[config.mk]
export PLATFORM = sky130hd
export DESIGN_NAME = truth_table_sweeper
export DESIGN_NICKNAME = d
export VERILOG_FILES = /design/src/rtl/truth_table_sweeper.sv
export SDC_FILE = /design/constraint.sdc
export NUM_CORES = 1
export LEC_CHECK = 0
export BUFFER_PORTS_ARGS = -buffer_cell sky130_fd_sc_hd__buf_2
export CORE_ASPECT_RATIO = 1.75
export CORE_MARGIN = 8
export CORE_UTILIZATION = 50
export DETAILED_ROUTE_END_ITERATION = 8
export PLACE_DENSITY = 0.79
export SLEW_MARGIN = 20
export SYNTH_ARGS = -nofsm -noshare
export SYNTH_HDL_FRONTEND = slang
export SYNTH_SLANG_ARGS = --single-unit
[constraint.sdc]
create_clock -name clock -period 2.6 [get_ports clock]
set_input_delay 0.13 -clock clock [delete_from_list [all_inputs] [get_ports clock]]
set_output_delay 0.13 -clock clock [all_outputs]
set_load 0.03 [all_outputs]
[src/rtl/truth_table_sweeper.sv]
// Purpose : exhaustive stimulus/response sweeper for a small combinational block;
//           drives every N_IN-bit vector, samples a 1-bit response, builds the
//           captured truth table and compares it against EXPECT.
// Latency : each vector is held SETTLE+1 cycles in HOLD plus 1 cycle in SAMPLE;
//           busy lasts 2**N_IN*(SETTLE+2) cycles, and done pulses the cycle after.
// Backpressure: none; start is ignored while a sweep or its DONE cycle is in
//           progress (no queuing), and abort ends a sweep with partial results kept.
//
// Ports:
//   clock, reset_b     : clock and asynchronous active-low reset
//   start, abort       : begin a sweep (from IDLE only) / terminate a running sweep
//   resp               : response of the block under test
//   vec                : applied input vector (bit N_IN-1 is the first-listed input)
//   busy, done         : sweep in progress / one-cycle completion pulse
//   aborted            : sticky abort flag, cleared by the next accepted start
//   resp_table         : captured responses, bit i = resp sampled for vec==i
//   err_count          : mismatches against EXPECT
//   first_err          : first mismatching index, valid when err_count != 0
//   pass               : set at completion iff err_count==0
module truth_table_sweeper #(
    parameter int                     N_IN   = 5,
    parameter int                     SETTLE = 2,
    parameter logic [(1<<N_IN)-1:0]   EXPECT = 32'hA8A8A800
) (
    input  logic                   clock,
    input  logic                   reset_b,
    input  logic                   start,
    input  logic                   abort,
    input  logic                   resp,
    output logic [N_IN-1:0]        vec,
    output logic                   busy,
    output logic                   done,
    output logic                   aborted,
    output logic [(1<<N_IN)-1:0]   resp_table,
    output logic [N_IN:0]          err_count,
    output logic [N_IN-1:0]        first_err,
    output logic                   pass
);

    localparam int              CW       = (SETTLE > 0) ? $clog2(SETTLE + 1) : 1;
    localparam logic [CW-1:0]   SETTLE_C = CW'(SETTLE);
    localparam logic [N_IN-1:0] LAST_VEC = {N_IN{1'b1}};

    typedef enum logic [1:0] {
        IDLE   = 2'd0,
        HOLD   = 2'd1,
        SAMPLE = 2'd2,
        DONE   = 2'd3
    } state_t;

    state_t        state;
    logic [CW-1:0] hold_cnt;
    logic          mismatch;

    assign mismatch = (resp != EXPECT[vec]);

    always_ff @(posedge clock or negedge reset_b) begin
        if (!reset_b) begin
            state      <= IDLE;
            hold_cnt   <= '0;
            vec        <= '0;
            busy       <= 1'b0;
            done       <= 1'b0;
            aborted    <= 1'b0;
            resp_table <= '0;
            err_count  <= '0;
            first_err  <= '0;
            pass       <= 1'b0;
        end else begin
            done <= 1'b0;
            case (state)
                IDLE: begin
                    if (start) begin
                        state      <= HOLD;
                        busy       <= 1'b1;
                        vec        <= '0;
                        hold_cnt   <= '0;
                        resp_table <= '0;
                        err_count  <= '0;
                        first_err  <= '0;
                        aborted    <= 1'b0;
                        pass       <= 1'b0;
                    end
                end

                HOLD: begin
                    if (abort) begin
                        state   <= IDLE;
                        busy    <= 1'b0;
                        aborted <= 1'b1;
                        vec     <= '0;
                        pass    <= 1'b0;
                    end else begin
                        hold_cnt <= hold_cnt + 1'b1;
                        if (hold_cnt == SETTLE_C) begin
                            state <= SAMPLE;
                        end
                    end
                end

                SAMPLE: begin
                    // abort takes priority over the sample, including the last one
                    if (abort) begin
                        state   <= IDLE;
                        busy    <= 1'b0;
                        aborted <= 1'b1;
                        vec     <= '0;
                        pass    <= 1'b0;
                    end else begin
                        resp_table[vec] <= resp;
                        if (mismatch) begin
                            // cannot wrap: at most 2**N_IN mismatches fit in N_IN+1 bits
                            err_count <= err_count + 1'b1;
                            if (err_count == '0) begin
                                first_err <= vec;
                            end
                        end
                        if (vec == LAST_VEC) begin
                            state <= DONE;
                            busy  <= 1'b0;
                            done  <= 1'b1;
                            // err_count has not yet absorbed this sample's mismatch
                            pass  <= (err_count == '0) && !mismatch;
                        end else begin
                            state    <= HOLD;
                            vec      <= vec + 1'b1;
                            hold_cnt <= '0;
                        end
                    end
                end

                DONE: begin
                    state <= IDLE;
                end

                default: begin
                    state <= IDLE;
                end
            endcase
        end
    end

endmodule

==> results by stage <==
Run status:
- The run finished with clean final reports.

Routing:
- The remaining number of nets flagged by the antenna check after routing is 0.
- The number of detailed-route iterations in the first pass is 4.
- Summed over all layers, the routed wires come to around 7500 um.
- The via density per instance is about 5.9.
- The DRC violation total after the first TritonRoute iteration is ~190.
- The routed length per instance is approximately 17 um.
- In the routed design, unresolved DRC markers number 0.
- The routed layout has about 2600 vias.

Pwr:
- The cell area power density is approximately 620 nW/um^2.
- The worst ir drop on vdd is between 400 and 500 uV.
- The static power due to leakage is between 1.5 and 2 nW.

Layout:
- Summing all multi-input logic gate instances after layout gives 1388 um^2.
- The core occupancy in the finished layout is 0.6100.
- The layout has between 400 and 500 filler cells.
- The number of diodes added for antenna fixing is 0.
- The layout-stage area growth over the synthesis result is 17.62%.
- The finished layout holds 440 standard cells, fillers aside.
- In the final layout, flip-flops and latches occupy 1401 um^2.
- The fraction of final layout cells sized beyond drive strength 1 is 0.2088.
- In the final design database the tool counted 380 nets.
- With fillers left out, the area of the finished cells amounts to approximately 3400 um^2.

Floorplanning:
- The die span in x is 73.54 um.
- In this run the core area contains 36 standard-cell rows.
- The number of top-level design ports is between 50 and 60.
- The y dimension of the die is 116.7 um.
- The die covers ~8600 um^2.
- For this configuration, the core starts out at a cell density of 0.5186.
- The floorplan step defined a core boundary enclosing about 5600 um^2.

Clock network:
- In this run, CTS created clock tree buffers numbering 5.
- The tree is rooted in a sky130_fd_sc_hd__clkbuf_8.
- The maximum level of the CTS H-tree is 2.
- The clock reaches the later pin of the worst-skew pair after 0.31 ns.
- Clock-pin slew was measured on the worst setup and hold paths at approximately 0.10 ns.
- The clock passes through at most 2 buffers.
- The number of post-CTS setup repair buffers is 0.
- Clock tree synthesis found a total of 56 sinks.
- The TritonCTS clock tree is built.

Logic synthesis:
- The number of enable flip-flop cells after synthesis is 0.
- The async set-or-reset flop fraction in the synthesized netlist is 1.000.
- The area fraction of the dominant cell type after synthesis is 0.4838.
- The netlist area before placement is roughly 2900 um^2.
- The synthesis-stage register bit count is 56.
- The number of nets handed over by synthesis was around 320.
- The number of warnings reported in the yosys synthesis log is 0.
- By area the synthesized netlist is led by sky130_fd_sc_hd__dfrtp_1 48%, sky130_fd_sc_hd__o21ai_0 7.4%, sky130_fd_sc_hd__nand3_1 5.4%.
- The largest total area in the synthesized netlist belongs to sky130_fd_sc_hd__dfrtp_1.
- In this run, distinct cell masters in the synthesized netlist total 39.
- The share of the Yosys chip area taken by registers is 0.4838.
- The per-instance average area after synthesis is 9.466 um^2.
- The prevailing post-synth register cell is sky130_fd_sc_hd__dfrtp_1.
- The number of cells produced by synthesis is between 300 and 400.

Worst setup path:
- Of all nets on the critical path, the largest fanout is 15.
- For the worst setup path, the data required time is around 2.9 ns.
- The arrival time at the worst endpoint is about 2.4 ns.
- The worst setup path is captured at a register.
- For the worst flop-to-flop path, the logic depth is 6.
- The worst setup path is launched from a register.
- The worst setup path is of the register to register kind.

STA:
- The number of setup violations in the final report is 0.
- The actual transition at the worst max-transition pin is about 0.5 ns.
- The final-report max-slew violation count is 0.
- The final hold violation count was 0.
- The worst-case setup margin in the final layout is roughly 0.46 ns.
- After routing, the total negative slack on setup checks comes to 0 ns.
- The shortest period the worst path allows is 2.139 ns.
- Across the routed clock network, the largest skew measured is approximately 0.0056 ns.
- Of the available clock period, the critical path in the final layout requires 0.8225.
- The worst pin sits at a relative slew slack of 0.6557.
- Setup repair after global routing left no endpoint under its margin.
- Static timing analysis puts the maximum clock frequency at 0.4676 GHz.

Global routing:
- The initial antenna violation count came to 0.
- The total congestion overflow is 0.
- Entering global routing, the biggest net connects 57 pins.
- The number of global-route vias before repair is roughly 2800.
- The first global-routing pass estimated 12320 um of wire.
- The overall fraction of global-route tracks in use is 0.1816.

Place:
- The weighted congestion at the end of routability-driven global placement is between 0.8 and 0.9.
- Summed over all nets, the half-perimeter wirelength after detailed placement is 5445 um.
- The worst slack after detailed placement is 0.4746 ns.
- The number of placed cells counting well taps is between 400 and 500.
- The port buffer count is 56.
- The standard cell area after detailed placement is around 3300 um^2.

Flow run:
- The tool flagged a number of max-cap violations equal to 0.

Min path:
- The number of cells on the worst hold path is 2.
- The path type of the worst min-delay path is input port to register.
-- logic make-up after synthesis --
logic type	synth area share
adders and majority gates	0.05183
AOI/OAI and AO/OA	0.2350
DFF	0.4838
and+or+nand+nor	0.1823
muxes	0.006912
buffers and inverters	0.03715
xor gates and xnor gates	0.003024
-- through the flow --
stage                     hold WS [ns]  power, mW
after floorplan                -0.1656      1.380
after global placement          0.1469      1.533
after detailed placement        0.1541      1.558
after CTS                       0.1470      2.144
after global routing            0.1863      2.241
final                           0.1521      2.126
-- layout by cell type (no fill, tap or decap), drive strengths merged, types with 3 or more instances in the layout --
cell type / netlist / routed
nand2b: 6 / 6
nand2: 33 / 33
a21oi: 7 / 7
o211ai: 11 / 11
and2: 6 / 6
buf: 6 / 66
dfrtp: 56 / 56
a21boi: 10 / 10
a32o: 10 / 10
nand3b: 3 / 3
inv: 9 / 10
o311ai: 6 / 6
nand3: 31 / 31
nor2: 10 / 10
nor3: 5 / 5
clkbuf: 11 / 6
or3: 3 / 3
and3: 3 / 3
o31ai: 3 / 3
o21ai: 44 / 44
ha: 12 / 12
-- sequential cells by signal, indices dropped and copies added, names as in the netlist --
register	count
resp_table	32
hold_cnt	2
first_err	5
busy	1
err_count	6
pass	1
aborted	1
vec	5
done	1
state	2
-- cells in the mapped netlist (2+ instances only) --
cell type	n
sky130_fd_sc_hd__dfrtp_1	56
sky130_fd_sc_hd__o21ai_0	43
sky130_fd_sc_hd__nand2_1	33
sky130_fd_sc_hd__nand3_1	31
sky130_fd_sc_hd__ha_1	12
sky130_fd_sc_hd__clkbuf_1	11
sky130_fd_sc_hd__o211ai_1	11
sky130_fd_sc_hd__a21boi_0	10
sky130_fd_sc_hd__a32o_1	10
sky130_fd_sc_hd__nor2_1	10
sky130_fd_sc_hd__inv_1	9
sky130_fd_sc_hd__a21oi_1	7
sky130_fd_sc_hd__and2_1	6
sky130_fd_sc_hd__nand2b_1	6
sky130_fd_sc_hd__buf_2	5
sky130_fd_sc_hd__nor3_1	5
sky130_fd_sc_hd__o311ai_0	5
sky130_fd_sc_hd__and3_1	3
sky130_fd_sc_hd__nand3b_1	3
sky130_fd_sc_hd__o31ai_1	3
sky130_fd_sc_hd__a21o_1	2
sky130_fd_sc_hd__a22o_1	2
sky130_fd_sc_hd__mux2i_1	2
sky130_fd_sc_hd__nand4_1	2
sky130_fd_sc_hd__nor2b_1	2
sky130_fd_sc_hd__o21a_1	2
sky130_fd_sc_hd__or3_1	2
sky130_fd_sc_hd__or4_1	2
-- worst max-delay path, stage by stage, from the launching register on --
cell and delay [ns]:
sky130_fd_sc_hd__dfrtp_1 0.49, sky130_fd_sc_hd__ha_1 0.21, sky130_fd_sc_hd__mux2i_1 0.12, sky130_fd_sc_hd__or3_4 0.36
sky130_fd_sc_hd__a21o_1 0.32, sky130_fd_sc_hd__or4_1 0.51, sky130_fd_sc_hd__nand2_1 0.08
-- power by group --
part	total, mW	internal [mW]	switching, mW
Combinational	0.598	0.183	0.415
Sequential	0.948	0.913	0.0357
Clock	0.580	0.291	0.289
-- metal layers --
layer | part of all wire | up-vias | global-route usage
li1 | - | 1239 | -
met1 | 0.39 | 1281 | 0.1888
met2 | 0.53 | 79 | 0.3258
met3 | 0.057 | 15 | 0.03869
met4 | 0.022 | 0 | 0.09799
met5 | 0 | - | 0
-- final timing paths --
path / start / endpoint / slack [ns]
worst min register to register: pass / pass / 0.50
worst max register to register: vec[0] / err_count[3] / 0.46
worst min-delay path: abort / state[1] / 0.15
worst max-delay path: vec[0] / err_count[3] / 0.46
min in group asynchronous: reset_b / aborted / 0.33
max in group asynchronous: reset_b / busy / 2.01
-- final cells by class --
cell class	instances	share of cell area
flip-flops and latches	56	0.4113
multi-input cells	224	0.4073
repair buffers	67	0.1109
well taps	76	0.02791
clock buffers	6	0.02130
clock inverters	2	0.01138
inverters	9	0.009916
-- what timing repair did --
action / 4_1_cts / 5_1_grt
hold endpoints to repair: 56 / 0
hold buffers: 1 / 0
gates resized for setup: 0 / 0
No activity file was read; power rests on OpenSTA's default activity.
